`config.mk`:
```
export PLATFORM = sky130hd
export DESIGN_NAME = instruction_ram_loader
export DESIGN_NICKNAME = d
export VERILOG_FILES = /design/src/rtl/instruction_ram_loader.sv
export SDC_FILE = /design/constraint.sdc
export NUM_CORES = 1
export LEC_CHECK = 0
export ABC_AREA = 1
export CAP_MARGIN = 30
export CORE_MARGIN = 3
export CORE_UTILIZATION = 47
export DETAILED_ROUTE_END_ITERATION = 8
export GPL_ROUTABILITY_DRIVEN = 0
export GPL_TIMING_DRIVEN = 0
export PLACE_DENSITY = 0.72
export SLEW_MARGIN = 20
export SYNTH_ARGS = -nofsm -noshare
export SYNTH_HDL_FRONTEND = slang
export SYNTH_SLANG_ARGS = --single-unit
```
`constraint.sdc`:
```
create_clock -name clock -period 7.35 [get_ports clock]
set_input_delay 0.735 -clock clock [delete_from_list [all_inputs] [get_ports clock]]
set_output_delay 0.735 -clock clock [all_outputs]
set_load 0.02 [all_outputs]
```
`src/rtl/instruction_ram_loader.sv`:
```
// rtl/instruction_ram_loader.sv - byte-stream image loader writing instruction RAM; LOADER_CHECKSUM_EN adds trailing XOR byte check
module instruction_ram_loader #(
    parameter int ADDR_WIDTH = 10,
    parameter int WORD_WIDTH = 32,
    parameter int MAX_WORDS  = 146
) (
    input  logic                  clock,
    input  logic                  reset,
    input  logic                  start,
    input  logic [7:0]            byteIn,
    input  logic                  byteValid,
    output logic                  byteReady,
    output logic                  wrEnable,
    output logic [ADDR_WIDTH-1:0] wrAddress,
    output logic [WORD_WIDTH-1:0] wrData,
    output logic                  cpuHold,
    output logic                  loadDone,
    output logic                  loadError,
    output logic [ADDR_WIDTH-1:0] wordsWritten
);

    typedef enum logic [2:0] {
        IDLE, HDR_HI, HDR_LO, DATA, WRITE, CHECK, DONE, ERROR
    } state_t;

    state_t                state;
    logic [9:0]            count;
    logic [1:0]            byte_idx;
    logic [WORD_WIDTH-9:0] shift;
    logic                  accept;
    logic [9:0]            hdr_count;

    assign accept    = byteValid && byteReady;
    assign hdr_count = {count[9:8], byteIn};

`ifdef LOADER_CHECKSUM_EN
    logic [7:0] xor_acc;

    always_ff @(posedge clock or posedge reset) begin
        if (reset) begin
            xor_acc <= 8'h00;
        end else if (start && (state == IDLE || state == DONE || state == ERROR)) begin
            xor_acc <= 8'h00;
        end else if (accept && state != CHECK) begin
            xor_acc <= xor_acc ^ byteIn;
        end
    end
`endif

    always_ff @(posedge clock or posedge reset) begin
        if (reset) begin
            state        <= IDLE;
            byteReady    <= 1'b0;
            wrEnable     <= 1'b0;
            wrAddress    <= '0;
            wrData       <= '0;
            cpuHold      <= 1'b1;
            loadDone     <= 1'b0;
            loadError    <= 1'b0;
            wordsWritten <= '0;
            count        <= '0;
            byte_idx     <= '0;
            shift        <= '0;
        end else begin
            wrEnable <= 1'b0;
            case (state)
                IDLE, DONE, ERROR: begin
                    if (start) begin
                        state        <= HDR_HI;
                        byteReady    <= 1'b1;
                        wordsWritten <= '0;
                        wrAddress    <= '0;
                        loadDone     <= 1'b0;
                        loadError    <= 1'b0;
                        cpuHold      <= 1'b1;
                        byte_idx     <= '0;
                    end
                end
                HDR_HI: begin
                    if (accept) begin
                        count <= {byteIn[1:0], 8'h00};
                        if (byteIn[7:2] != 6'd0) begin
                            state     <= ERROR;
                            byteReady <= 1'b0;
                            loadError <= 1'b1;
                        end else begin
                            state <= HDR_LO;
                        end
                    end
                end
                HDR_LO: begin
                    if (accept) begin
                        count <= hdr_count;
                        if (hdr_count == 10'd0) begin
`ifdef LOADER_CHECKSUM_EN
                            state <= CHECK;
`else
                            state     <= DONE;
                            byteReady <= 1'b0;
                            loadDone  <= 1'b1;
                            cpuHold   <= 1'b0;
`endif
                        end else if (hdr_count > 10'(MAX_WORDS)) begin
                            state     <= ERROR;
                            byteReady <= 1'b0;
                            loadError <= 1'b1;
                        end else begin
                            state <= DATA;
                        end
                    end
                end
                DATA: begin
                    if (accept) begin
                        shift    <= {shift[WORD_WIDTH-17:0], byteIn};
                        byte_idx <= byte_idx + 2'd1;
                        // Fourth byte completes the word; strobe it next cycle and stall the link
                        if (byte_idx == 2'd3) begin
                            state     <= WRITE;
                            byteReady <= 1'b0;
                            wrEnable  <= 1'b1;
                            wrAddress <= wordsWritten;
                            wrData    <= {shift, byteIn};
                        end
                    end
                end
                WRITE: begin
                    wordsWritten <= wordsWritten + ADDR_WIDTH'(1);
                    if (wordsWritten + ADDR_WIDTH'(1) == ADDR_WIDTH'(count)) begin
`ifdef LOADER_CHECKSUM_EN
                        state     <= CHECK;
                        byteReady <= 1'b1;
`else
                        state    <= DONE;
                        loadDone <= 1'b1;
                        cpuHold  <= 1'b0;
`endif
                    end else begin
                        state     <= DATA;
                        byteReady <= 1'b1;
                    end
                end
`ifdef LOADER_CHECKSUM_EN
                CHECK: begin
                    if (accept) begin
                        byteReady <= 1'b0;
                        if (byteIn == xor_acc) begin
                            state    <= DONE;
                            loadDone <= 1'b1;
                            cpuHold  <= 1'b0;
                        end else begin
                            state     <= ERROR;
                            loadError <= 1'b1;
                        end
                    end
                end
`endif
                default: begin
                    state     <= IDLE;
                    byteReady <= 1'b0;
                end
            endcase
        end
    end

endmodule
```
After elaboration in Yosys (flattened, before gate mapping):

Cells that the tools add are included.
Widths: inputs -> output; s select.

* register bits: 96
* bits of input ports: 12

* add/subtract/negate cells: 2
* order comparisons: 1
* equality and inequality tests: 20
* mux-type cells: 49
* bitwise gates (word level): 1
* reduce and logical (&&, ||, !) cells: 21

Operators with widths (count)
* $pmux 10 s2: 3
* $mux 10: 4
* $mux 3: 9
* $mux 1: 24
* $ne 2x2->1 const B: 11
* $pmux 3 s5: 1
* $reduce_and 3->1: 4
* $add 10x1->10 const B: 1
* $eq 10x10->1: 1
* $gt 10x8->1 const B: 1
* $logic_not 10->1: 1
* $reduce_and 5->1: 2
* $eq 3x3->1 const B: 3
* $pmux 1 s3: 3
* $mux 8: 1
* $reduce_and 8->1: 1
* $reduce_and 7->1: 1
* $eq 3x2->1 const B: 2
* $reduce_bool 2->1: 3
* $reduce_bool 3->1: 2
* $reduce_bool 6->1: 1
* $pmux 1 s5: 1
* $mux 2: 2
* $pmux 2 s2: 1
* other kinds (10): 11

Logic depth before layout (Yosys ltp):

Gate-level depths: netlist of the first run.

* depth after elaboration: 5
* gate-level depth with buffers: 15

Least setup slack after synthesis of the first run:

No wires, ideal clock.

* path type: register to register
* from: register wordsWritten[0]
* to: register loadDone
* setup time: 0.117 ns
* arrival time: 1.729 ns
* required time: 7.233 ns
* setup slack: 5.504 ns
* cell stages (with the launch flop): 15
* path buffers: 0
* cell sequence: dfrtp_1 -> ha_1 -> nand3_1 -> inv_1 -> nand2_1 -> nand2_1 -> nand2_1 -> nand2_1 -> nand2_1 -> nor3_2 -> nand2_1 -> nand2_2 -> nand2_2 -> nand2_1 -> nand2_1

* longest elaborated chain between the ends: 4

Ends and longest elaborated chain
* start, declared: line 19 `output logic [ADDR_WIDTH-1:0] wordsWritten`
* start signal, assigned: line 127 `wordsWritten <= wordsWritten + ADDR_WIDTH'(1);`
* $add 10x1->10: line 128 `if (wordsWritten + ADDR_WIDTH'(1) == ADDR_WIDTH'(count)) begin`
* $eq 10x10->1: line 128
* $ne 2x2->1 (no source line)
* $reduce_and 5->1 (no source line)
* end signal, assigned: line 73 `loadDone <= 1'b0;`
* end signal, assigned: line 100 `loadDone <= 1'b1;`
* end signal, assigned: line 134 `loadDone <= 1'b1;`
* end, declared: line 17 `output logic loadDone,`

No other way between the ends.
A chain may end at the register's enable or synchronous reset.

Worst setup path in the final report of the first run:

* from: register wordsWritten[0]
* to: output wordsWritten[0]

No word-level cell between the ends.

==> results of run 1 <==
layer usage:
layer	vias to the layer above	wire, µm	global-route usage (%)
met3	15	417	3.31
met4	0	163	6.75
li1	1769	-	-
met5	-	0	0
met1	1733	4750	30.7
met2	95	4730	32.0
per-stage QoR:
step / total power, W / util, % / area, µm² / hold WS (ps)
after floorplan: 0.000551 / - / 4280 / 449
final: 0.000917 / 60.9 / 5330 / 467
after detailed placement: 0.000566 / 58.5 / 5120 / 457
after global routing: 0.000952 / 60.9 / 5330 / 497
after CTS: 0.000922 / 60.9 / 5330 / 470
after global placement: 0.000564 / 58.1 / 5090 / 453
cell families after synthesis:
group / after synthesis / synth area share [%]
adders and majority gates: 2 / 0.585
xor gates and xnor gates: 4 / 0.819
AOI/OAI and AO/OA: 81 / 10.2
and+or+nand+nor: 241 / 24.2
DFF: 96 / 56.2
buffers and inverters: 85 / 8.02
final timing paths:
check                           cells after the start                     endpoint                   startpoint  slack (ps)
worst max-delay path                                1              wordsWritten[0]  wordsWritten[0]$_DFFE_PP0P_        5100
worst min-delay path                                2          cpuHold$_DFFE_PP1P_          cpuHold$_DFFE_PP1P_         470
worst max register to register                     13        byteReady$_DFFE_PP0P_  wordsWritten[0]$_DFFE_PP0P_        5320
worst min register to register                      2          cpuHold$_DFFE_PP1P_          cpuHold$_DFFE_PP1P_         470
max in group asynchronous                           3      byte_idx[0]$_DFFE_PP0P_                        reset        6050
min in group asynchronous                           2  wordsWritten[1]$_DFFE_PP0P_                        reset         700
cell type report:
cell class / instances / share of cell area, %
buffer: 15 / 1.50
clock buffer: 9 / 2.32
tap: 108 / 2.53
multi-input combinational: 328 / 28.7
timing repair buffer: 69 / 13.3
clock inverter: 7 / 1.57
sequential: 96 / 45.1
inverter: 70 / 5.02
state kept, by name, summed over array words and instances, names as in the netlist:
name / count
wrEnable: 1
wordsWritten: 10
shift: 24
byteReady: 1
count: 10
state: 3
wrData: 32
byte_idx: 2
wrAddress: 10
loadError: 1
loadDone: 1
cpuHold: 1
layout by cell type, fill, tap and decap left out, types with 3 or more instances in the layout:
cell type,count
nand2_1,157
dfrtp_1,95
clkdlybuf4s50_1,68
inv_1,64
nand3_1,42
o21ai_0,41
nor2_1,25
o21ai_1,17
o22ai_1,14
clkbuf_8,9
clkbuf_1,8
nand2_2,5
inv_2,5
a21oi_1,5
buf_2,4
nor2_4,3
inv_6,3
nor3_1,3
report_power, final:
part / leakage, nW / switching (W) / internal [W]
clock network: 0.108 / 0.000197 / 0.000165
logic: 1.49 / 0.0000175 / 0.00000880
registers: 1.14 / 0.000000311 / 0.000528
total: 2.73 / 0.000215 / 0.000702
==> out/qor.csv, run 1 <==
metric,value,unit
status,completed,
core footprint,0.00876,mm²
slew at the pin closest to its max-slew limit,654,ps
synthesized instance count,509,
pin count of the biggest net entering global routing,70,
period utilisation layout,30.7,%
"Setup Fix Bufs, Post-CTS",0,
"Req. time, crit path",6610,ps
CP cell instances,clkdlybuf4s50_1,
Peak supply drop,0.0000871,V
Final Hold Viols,0,
clk_lat worst skew,360,ps
first-pass GRT wire length,17000,µm
vias in the first global route,3483,
Multi-input gate area,0.00153,mm²
Reg area,0.00240,mm²
global route overflow,0,
post-synth top area share,55.6,%
min-delay worst type,flip-flop to flip-flop,
CTS resizes,0,
Root Driver,clkbuf_8,
Avg WL per Cell,14.3,µm
crit path max-delay cell type,clkdlybuf4s50_1,
Area contributors post-synth,"dfrtp_1, nand2_1, inv_1",
Top Family by Delay on Critical Path,buffers and inverters,
Initial Util,48.8,%
final wirelength,10100,µm
syn nets,523,
max-slew violations,0,
clock skew,10.7,ps
crit path launch type,flip-flop,
hold-fix buffers at CTS,0,
Die Span Y,101,µm
Vias/cell,5.15,
TritonCTS Buffers,9,
mean post-synth cell area,8.40,µm²
Ports,69,
CP max stage delay,660,ps
Cell Pwr Density,172,mW/mm²
crit-path max FO,7,
Critical Path AT,1520,ps
PortBufs,68,
yosys warns,0,
Nets,603,
slack of the critical path,5100,ps
commonest register cell after synthesis,dfrtp_1,
pre-CTS setup slack,4780,ps
Die X,101,µm
Worst Path Buf+Inv,1,
Achievable Freq,444,MHz
final non-filler cell total,702,
max-cap viol count,0,
Seq cells post-synth,96,
"Worst Path Class, Setup",flip-flop to output pin,
number of detailed-route iterations in the first pass,5,
antenna violations before repair,0,
cell leakage power,2.73,nW
Worst slew margin,56.4,%
number of fill cells,807,
"EDFF count, synth",0,
Tot GR Track Use,20.9,%
ANT cells,0,
setup TNS,0,ps
total number of H-tree levels,3,
CTS Buffer Depth,2,
row cnt,34,
layout cells sized above 1,7.74,%
most common cell in the netlist,nand2_1,
Netlist cell types,29,
CTS tree,done,
Sink Count,96,
"Clk pin slew, worst setup/hold paths",100,ps
RSZ-0062 raised after global routing,false,
Final ANT Viol Nets,0,
sequential area share after synthesis,56.2,%
Vias,3612,
Syn-to-layout area delta,24.7,%
post-DP HPWL,7430,µm
Worst Setup End Kind,output pin,
die area,0.0103,mm²
post-synthesis cell area,0.00428,mm²
DP Cell Count,686,
Commonest cells post-synth,"nand2_1, dfrtp_1, inv_1, nand3_1, o21ai_0",
Post-route DRC,0,
post-layout minimum cycle time,2250,ps
Final setup violation count,0,
share of flip-flops with an asynchronous set or reset,100,%
Yosys top cell by area,dfrtp_1,
Detailed Route Iter0 Violations,259,
No activity file was read; power rests on OpenSTA's default activity.
==> run 2: changes to the inputs <==
==> constraint.sdc (replaced) <==
create_clock -name clock -period 2.36 [get_ports clock]
set_input_delay 0.236 -clock clock [delete_from_list [all_inputs] [get_ports clock]]
set_output_delay 0.236 -clock clock [all_outputs]
set_load 0.02 [all_outputs]
==> out/qor.csv, run 2 (synthesized netlist as in run 1, its figures left out) <==
metric,value,unit
Final Hold Viols,0,
core footprint,0.00876,mm²
Nets,605,
Critical Path AT,2270,ps
CTS resizes,0,
pin count of the biggest net entering global routing,30,
max-cap viol count,0,
Post-route DRC,0,
fin area,0.00538,mm²
post-DP HPWL,7550,µm
Ports,69,
Syn-to-layout area delta,25.7,%
"Clk pin slew, worst setup/hold paths",100,ps
Most common cell on crit path,nand2_1,
antenna violations before repair,0,
Die X,101,µm
slew at the pin closest to its max-slew limit,687,ps
max-slew violations,0,
placed instance area,0.00516,mm²
Largest Register,wrData,
setup TNS,0,ps
"commonest non-fill, non-tap cells in the layout","nand2_1, dfrtp_1, clkdlybuf4s50_1, inv_1, nand3_1",
RSZ-0062 raised after global routing,false,
min-delay worst type,input port to async pin,
Final setup violation count,0,
max reg flops,32,
Root Driver,clkbuf_8,
Initial Util,48.8,%
"Setup Fix Bufs, Post-CTS",0,
layout cells sized above 1,8.05,%
first-pass GRT wire length,17000,µm
number of detailed-route iterations in the first pass,5,
Avg WL per Cell,14.5,µm
PortBufs,68,
cell leakage power,2.75,nW
row cnt,34,
switching part of the total,24.2,%
CTS Buffer Depth,2,
clock skew,9.16,ps
biggest regs,"wrData x32, shift x24",
vias in the first global route,3552,
"Worst Path Class, Setup",flip-flop to flip-flop,
crit path max-delay cell type,dfrtp_1,
Worst Setup End Kind,flip-flop,
Multi-input gate area,0.00153,mm²
global route overflow,0,
Tot GR Track Use,21.1,%
Cell Pwr Density,540,mW/mm²
number of fill cells,780,
Detailed Route Iter0 Violations,192,
Pint,0.00220,W
CTS tree,done,
reg-to-reg setup timing slack,350,ps
Final ANT Viol Nets,0,
crit-path max FO,7,
Vias/cell,5.13,
final core utilization,61.3,%
post-layout minimum cycle time,2010,ps
CP max stage delay,480,ps
ANT cells,0,
total power,0.00290,W
period utilisation layout,85.0,%
Vias,3609,
Achievable Freq,499,MHz
hold-fix buffers at CTS,0,
Die Span Y,101,µm
Worst slew margin,54.2,%
"Req. time, crit path",2620,ps
Sink Count,96,
r2r endpoint,byteReady$_DFFE_PP0P_,
status,completed,
final wirelength,10200,µm
r2r worst-path depth,13,
CP cell instances,"ha_1, nand2_1, inv_1, nand2_1, nand2_1, inv_1, nor2_1, nor2_1, nand3_1, nor2_1, nand3_1, nand3b_1, nand2_1",
die area,0.0103,mm²
Peak supply drop,0.000356,V
Reg area,0.00240,mm²
total number of H-tree levels,3,
TritonCTS Buffers,9,
clock share of power,40.2,%
clk_lat worst skew,370,ps
sw power,0.000701,W
"commonest non-fill, non-tap cell in the layout",nand2_1,
sequential power share,56.7,%
Comb pwr share,3.0,%
reg2reg start,wordsWritten[0]$_DFFE_PP0P_,
crit path launch type,flip-flop,
run 2: changes by cell type in the layout (fill, tap and decap cells not counted), sizes merged:
cell	before	now
clkinvlp	0	1
buf	8	10
inv	74	73
run 2: layout make-up:
type / count / area share, %
sequential: 96 / 44.7
multi-input combinational: 328 / 28.5
timing repair buffer: 71 / 13.8
inverter: 70 / 4.96
tap: 108 / 2.51
clock buffer: 9 / 2.30
clock inverter: 7 / 1.77
buffer: 15 / 1.49
run 2: power groups by stage:
stage | clock (W) | sequential, W | combinational [W]
2_1_floorplan | 0 | 0.00168 | 0.0000339
3_3_place_gp | 0 | 0.00168 | 0.0000772
3_5_place_dp | 0 | 0.00168 | 0.0000907
4_1_cts | 0.00119 | 0.00165 | 0.0000907
5_1_grt | 0.00125 | 0.00165 | 0.0000985
6_report | 0.00117 | 0.00165 | 0.0000884
run 2: metrics by stage:
stage	instances	hold WS (ps)	worst slack, ps
floorplan	509	357	514
global placement	685	453	8.94
detailed placement	688	458	282
CTS	704	190	358
global route	704	192	68.9
finish	704	189	354
run 2: worst max path at each step:
stage	from	slack (ps)	to	depth (start not counted)
finish	wordsWritten[0]$_DFFE_PP0P_	350	byteReady$_DFFE_PP0P_	13
global route	wordsWritten[0]$_DFFE_PP0P_	70	byteReady$_DFFE_PP0P_	12
global placement	reset	9	wrData[17]$_DFFE_PP0P_	2
floorplan	wordsWritten[0]$_DFFE_PP0P_	510	loadDone$_DFFE_PP0P_	14
CTS	wordsWritten[0]$_DFFE_PP0P_	360	byteReady$_DFFE_PP0P_	13
detailed placement	byteValid	280	wrAddress[7]$_DFFE_PP0P_	9
run 2: metal layers:
| layer | wire [µm] | global-route usage (%) | vias to the layer above | share of wire (%) |
|---|---|---|---|---|
| met5 | 0 | 0 | - | 0 |
| met4 | 161 | 6.65 | 0 | 1.6 |
| met3 | 512 | 3.58 | 12 | 5.0 |
| met2 | 4870 | 32.8 | 76 | 48 |
| met1 | 4630 | 30.2 | 1741 | 46 |
| li1 | - | - | 1780 | - |
run 2: worst max-delay path, delay by kind of cell, from the launching register on:
family	cells	cell delay (ps)
flip-flops	1	480
adder cells (fa/ha/maj)	1	290
buffers and inverters	2	150
AND/OR/NAND/NOR	10	990
==> variant 1, RTL diff (flow settings as in run 2) <==
Build with the macro `LOADER_CHECKSUM_EN` defined.
--- a/src/rtl/instruction_ram_loader.sv
+++ b/src/rtl/instruction_ram_loader.sv
@@ -1,4 +1,6 @@
 // rtl/instruction_ram_loader.sv - byte-stream image loader writing instruction RAM; LOADER_CHECKSUM_EN adds trailing XOR byte check
+`define LOADER_CHECKSUM_EN
+
 module instruction_ram_loader #(
     parameter int ADDR_WIDTH = 10,
     parameter int WORD_WIDTH = 32,
Formal check against the unedited RTL: not equivalent (Yosys sat finds a counterexample within 4 cycles, from zero or initial values and one cycle with reset high).
==> variant 1 against run 2 <==
- synthesized cell count increased by 9.6%
- sequential cell count rose by 8
- wire length increased by 11%
- critical path depth down 3
- setup slack worse by 0.12 ns
- via count increased by 9.7%
- largest cell class unchanged
- design area rose by 7.8%
- synthesized area up 10%
- global-route usage grew 0.13 points
Power is not compared: it rests on default switching activity, and its combinational part moved more than twofold at a synthesized area within 25%.
==> variant 1: results (changes against run 2) <==
| Metric | Value |
|---|---|
| Status | `finished, final reports clean` |
| Net count after synthesis | `572 (+9.4%)` |
| CP Data Arrival Time | `2.35 ns (+0.08 ns)` |
| Longest Clk Path Bufs | `2 (unchanged)` |
| FF-to-FF setup slack | `0.24 ns (-0.12 ns)` |
| Ys async rst share | `1.00 (unchanged)` |
| Relative slew slack | `0.604 (+0.0617)` |
| CTS Buf Count | `9 (unchanged)` |
| Diodes inserted | `0 (unchanged)` |
| Routed wl met3 | `539 microns (+5.3%)` |
| Top cells by area, synth | `dfrtp_1, nand2_1, inv_1` |
| Wire per inst | `14.5 microns (+0.68%)` |
| Fill cell count | `850 (+9.0%)` |
| Sequential share of the synthesized area | `0.553 (-0.00886)` |
| Critical path peak fanout | `10 (+3)` |
| R2r startpoint | `state[0]` |
| Post-CTS Setup Repair Bufs | `0 (unchanged)` |
| Logic power comb | `2.22 mW` |
| Finished Layout Cells | `773 (+9.8%)` |
| Leakage | `around 2.8 nW` |
| Vias in the first global route | `3851 (+8.4%)` |
| Synth unique cells | `28 (-3.4%)` |
| CP max-delay cell | `dfrtp_1` |
| R2r worst-path depth | `10 (-3)` |
| Mapped cell area | `0.00471 sq mm (+10%)` |
| Fraction of layout cells with a size suffix above 1 | `0.0637 (-0.0169)` |
| DR iter-0 viols | `279 (+45%)` |
| Max Clock Skew | `0.0117 ns (+0.00253 ns)` |
| Syn Area/Cell | `8.44 sq um (+0.40%)` |
| Port Buffer Count | `68 (unchanged)` |
| Detailed Place HPWL | `8430 microns (+12%)` |
| Final nets | `654 (+8.1%)` |
| Via Count | `3960 (+9.7%)` |
| Ys Warns | `0 (unchanged)` |
| Met2 wire length | `5180 microns (+6.5%)` |
| GR Util met2 | `0.327 (-0.00106)` |
| Met3 Use GR | `0.0267 (-0.00910)` |
| WL met1 | `5270 microns (+14%)` |
| Internal power | `roughly 3.5 mW` |
| DR top layer | `met4` |
| Synth top cells by count | `nand2_1, dfrtp_1, inv_1` |
| Placed cells | `758 (+10%)` |
| Largest net degree at the start of global routing | `34 (+13%)` |
| Max incr delay on CP | `0.40 ns (-0.08 ns)` |
| Met1 Usage GRT | `0.306 (+0.00326)` |
| FF-to-FF End | `wordsWritten[1]` |
| H-tree depth | `3 (unchanged)` |
| First-pass GRT wire length | `19100 microns (+12%)` |
| Worst hold path type | `in -> async` |
| Hold_ws | `0.249 ns (+0.0604 ns)` |
| Gr usage total | `0.212 (+0.00135)` |
variant 1: changes by cell type after synthesis, sizes merged, moves of 3 or more:
cell | run 2 | this run
inv | 70 | 84
o21ai | 60 | 73
a21oi | 5 | 17
nand2 | 162 | 151
dfrtp | 95 | 103
xor2 | 2 | 8
nor4 | 0 | 3
variant 1: how the worst max path moves through the flow:
| stage | from | to | slack (ns) | cells past startpoint |
|---|---|---|---|---|
| after global placement | reset | wrData[9] | -0.13 | 2 |
| final | state[0] | wordsWritten[1] | 0.24 | 10 |
| after floorplan | wordsWritten[1] | state[1] | 0.58 | 12 |
| after CTS | state[0] | wordsWritten[1] | 0.29 | 10 |
| after global routing | state[0] | wrAddress[2] | 0.004 | 10 |
| after detailed placement | state[0] | wordsWritten[1] | 0.31 | 10 |
variant 1: stage by stage:
stage                     instance area [sq um]  worst slack, ns
after floorplan                            4710            0.575
after global placement                     5550           -0.125
after detailed placement                   5620            0.313
after CTS                                  5800            0.287
after global routing                       5800          0.00372
final                                      5800            0.239
variant 1: final cells by class:
class,instances,share of cell area
clock inverter,6,0.00907
sequential,104,0.449
tap,129,0.0278
inverter,84,0.0555
clock buffer,9,0.0214
multi-input combinational,352,0.291
buffer,18,0.0175
timing repair buffer,71,0.129
variant 1: worst reg2reg max path, delay by kind of cell, from the launching register on:
family | cells | cell delay [ns]
AOI/OAI and AO/OA | 1 | 0.08
buffers and inverters | 3 | 0.36
and+or+nand+nor | 6 | 1.15
DFF | 1 | 0.40
variant 1: cells by family (layout without fill, tap and decap cells):
family,after synthesis,after routing,share of synthesized area
AOI/OAI and AO/OA,108,108,0.125
DFF,104,104,0.553
xor gates and xnor gates,10,10,0.0186
buffers and inverters,102,188,0.0890
and+or+nand+nor,232,232,0.209
adders and majority gates,2,2,0.00532
==> variant 2, RTL diff (flow settings as in run 2) <==
Made on the original files. Re-encode `state_t` (8 states) as one-hot, 8 bits wide.
--- a/src/rtl/instruction_ram_loader.sv
+++ b/src/rtl/instruction_ram_loader.sv
@@ -19,8 +19,8 @@
     output logic [ADDR_WIDTH-1:0] wordsWritten
 );
 
-    typedef enum logic [2:0] {
-        IDLE, HDR_HI, HDR_LO, DATA, WRITE, CHECK, DONE, ERROR
+    typedef enum logic [7:0] {
+        IDLE = 8'b00000001, HDR_HI = 8'b00000010, HDR_LO = 8'b00000100, DATA = 8'b00001000, WRITE = 8'b00010000, CHECK = 8'b00100000, DONE = 8'b01000000, ERROR = 8'b10000000
     } state_t;
 
     state_t                state;
Function: no difference found for any inputs over 10 cycles, from zero or initial values and one cycle with reset high; not proved beyond that.
==> variant 2 against run 2 <==
- sequential cell count increased by 4
- die area is 4.2% higher
- synthesized area is 4.4% higher
- design area grew 3.5%
- setup slack worse by 0.058 ns
- critical path type unchanged
- wire length is 4.5% higher
- hold slack worse by 0.014 ns
Power is not compared: it rests on default switching activity, and its combinational part moved more than twofold at a synthesized area within 25%.
==> variant 2: results (changes against run 2) <==
| Metric | Value |
|---|---|
| Sequential cell area | `0.00251 sq mm (+4.3%)` |
| Multi-input gates | `346 (+5.5%)` |
| Net count after synthesis | `542 (+3.6%)` |
| Finished Layout Cells | `741 (+5.3%)` |
| Met2 wire length | `5290 microns (+8.7%)` |
| Fill cell count | `797 (+2.2%)` |
| Buffering overhead | `0.145 (-0.00766)` |
| CP Data Arrival Time | `2.31 ns (+0.04 ns)` |
| Inverters | `71 (+1.4%)` |
| Gr usage total | `0.217 (+0.00681)` |
| Placed cells | `725 (+5.4%)` |
| Complex-gate fraction of the synthesized area | `0.120 (+0.0184)` |
| Routed wl met3 | `626 microns (+22%)` |
| Synth top cells by count | `nand2_1, dfrtp_1, inv_1` |
| Fraction of layout cells with a size suffix above 1 | `0.0764 (-0.00411)` |
| Status | `finished, final reports clean` |
| GR Util met2 | `0.354 (+0.0259)` |
| Post-Synth Adder-Cell Area | `0.00560 (-0.000248)` |
| Vias per cell | `5.20 (+1.5%)` |
| Synth unique cells | `32 (+10%)` |
| Clock-cell share | `0.0346 (-0.00611)` |
| Multi-input gate area | `0.00163 sq mm (+6.4%)` |
| FF+latch count | `100 (+4.2%)` |
| Critical Path Start | `state[2]` |
| Sequential share of the synthesized area | `0.561 (-0.00108)` |
| DR iter-0 viols | `176 (-8.3%)` |
| Vias in the first global route | `3742 (+5.3%)` |
| Wire per inst | `14.3 microns (-0.75%)` |
| Largest net degree at the start of global routing | `33 (+10%)` |
[variant 2: stage by stage]
stage,utilization,worst slack [ns],cell area [sq um]
detailed placement,0.598,0.272,5370
floorplan,-,0.485,4470
CTS,0.619,0.259,5560
global placement,0.591,-0.0452,5310
global route,0.620,0.00125,5560
finish,0.620,0.296,5560
[variant 2: critical path, stage by stage (launching register included)]
cell and delay (ns):
dfrtp_1 0.41, nor2_1 0.18, nand2_1 0.14, nor3_4 0.33, inv_1 0.24, nand2_1 0.16
nand2_1 0.11, inv_1 0.25, o21ai_0 0.12
[variant 2: final timing paths]
path | depth (start not counted) | endpoint | slack [ns]
worst max-delay path | 8 | wordsWritten[1] | 0.30
worst min-delay path | 2 | wrData[27] | 0.18
worst max register to register | 8 | wordsWritten[1] | 0.30
worst min register to register | 2 | cpuHold | 0.47
max in group asynchronous | 4 | wrData[14] | 1.53
min in group clock | 2 | cpuHold | 0.47
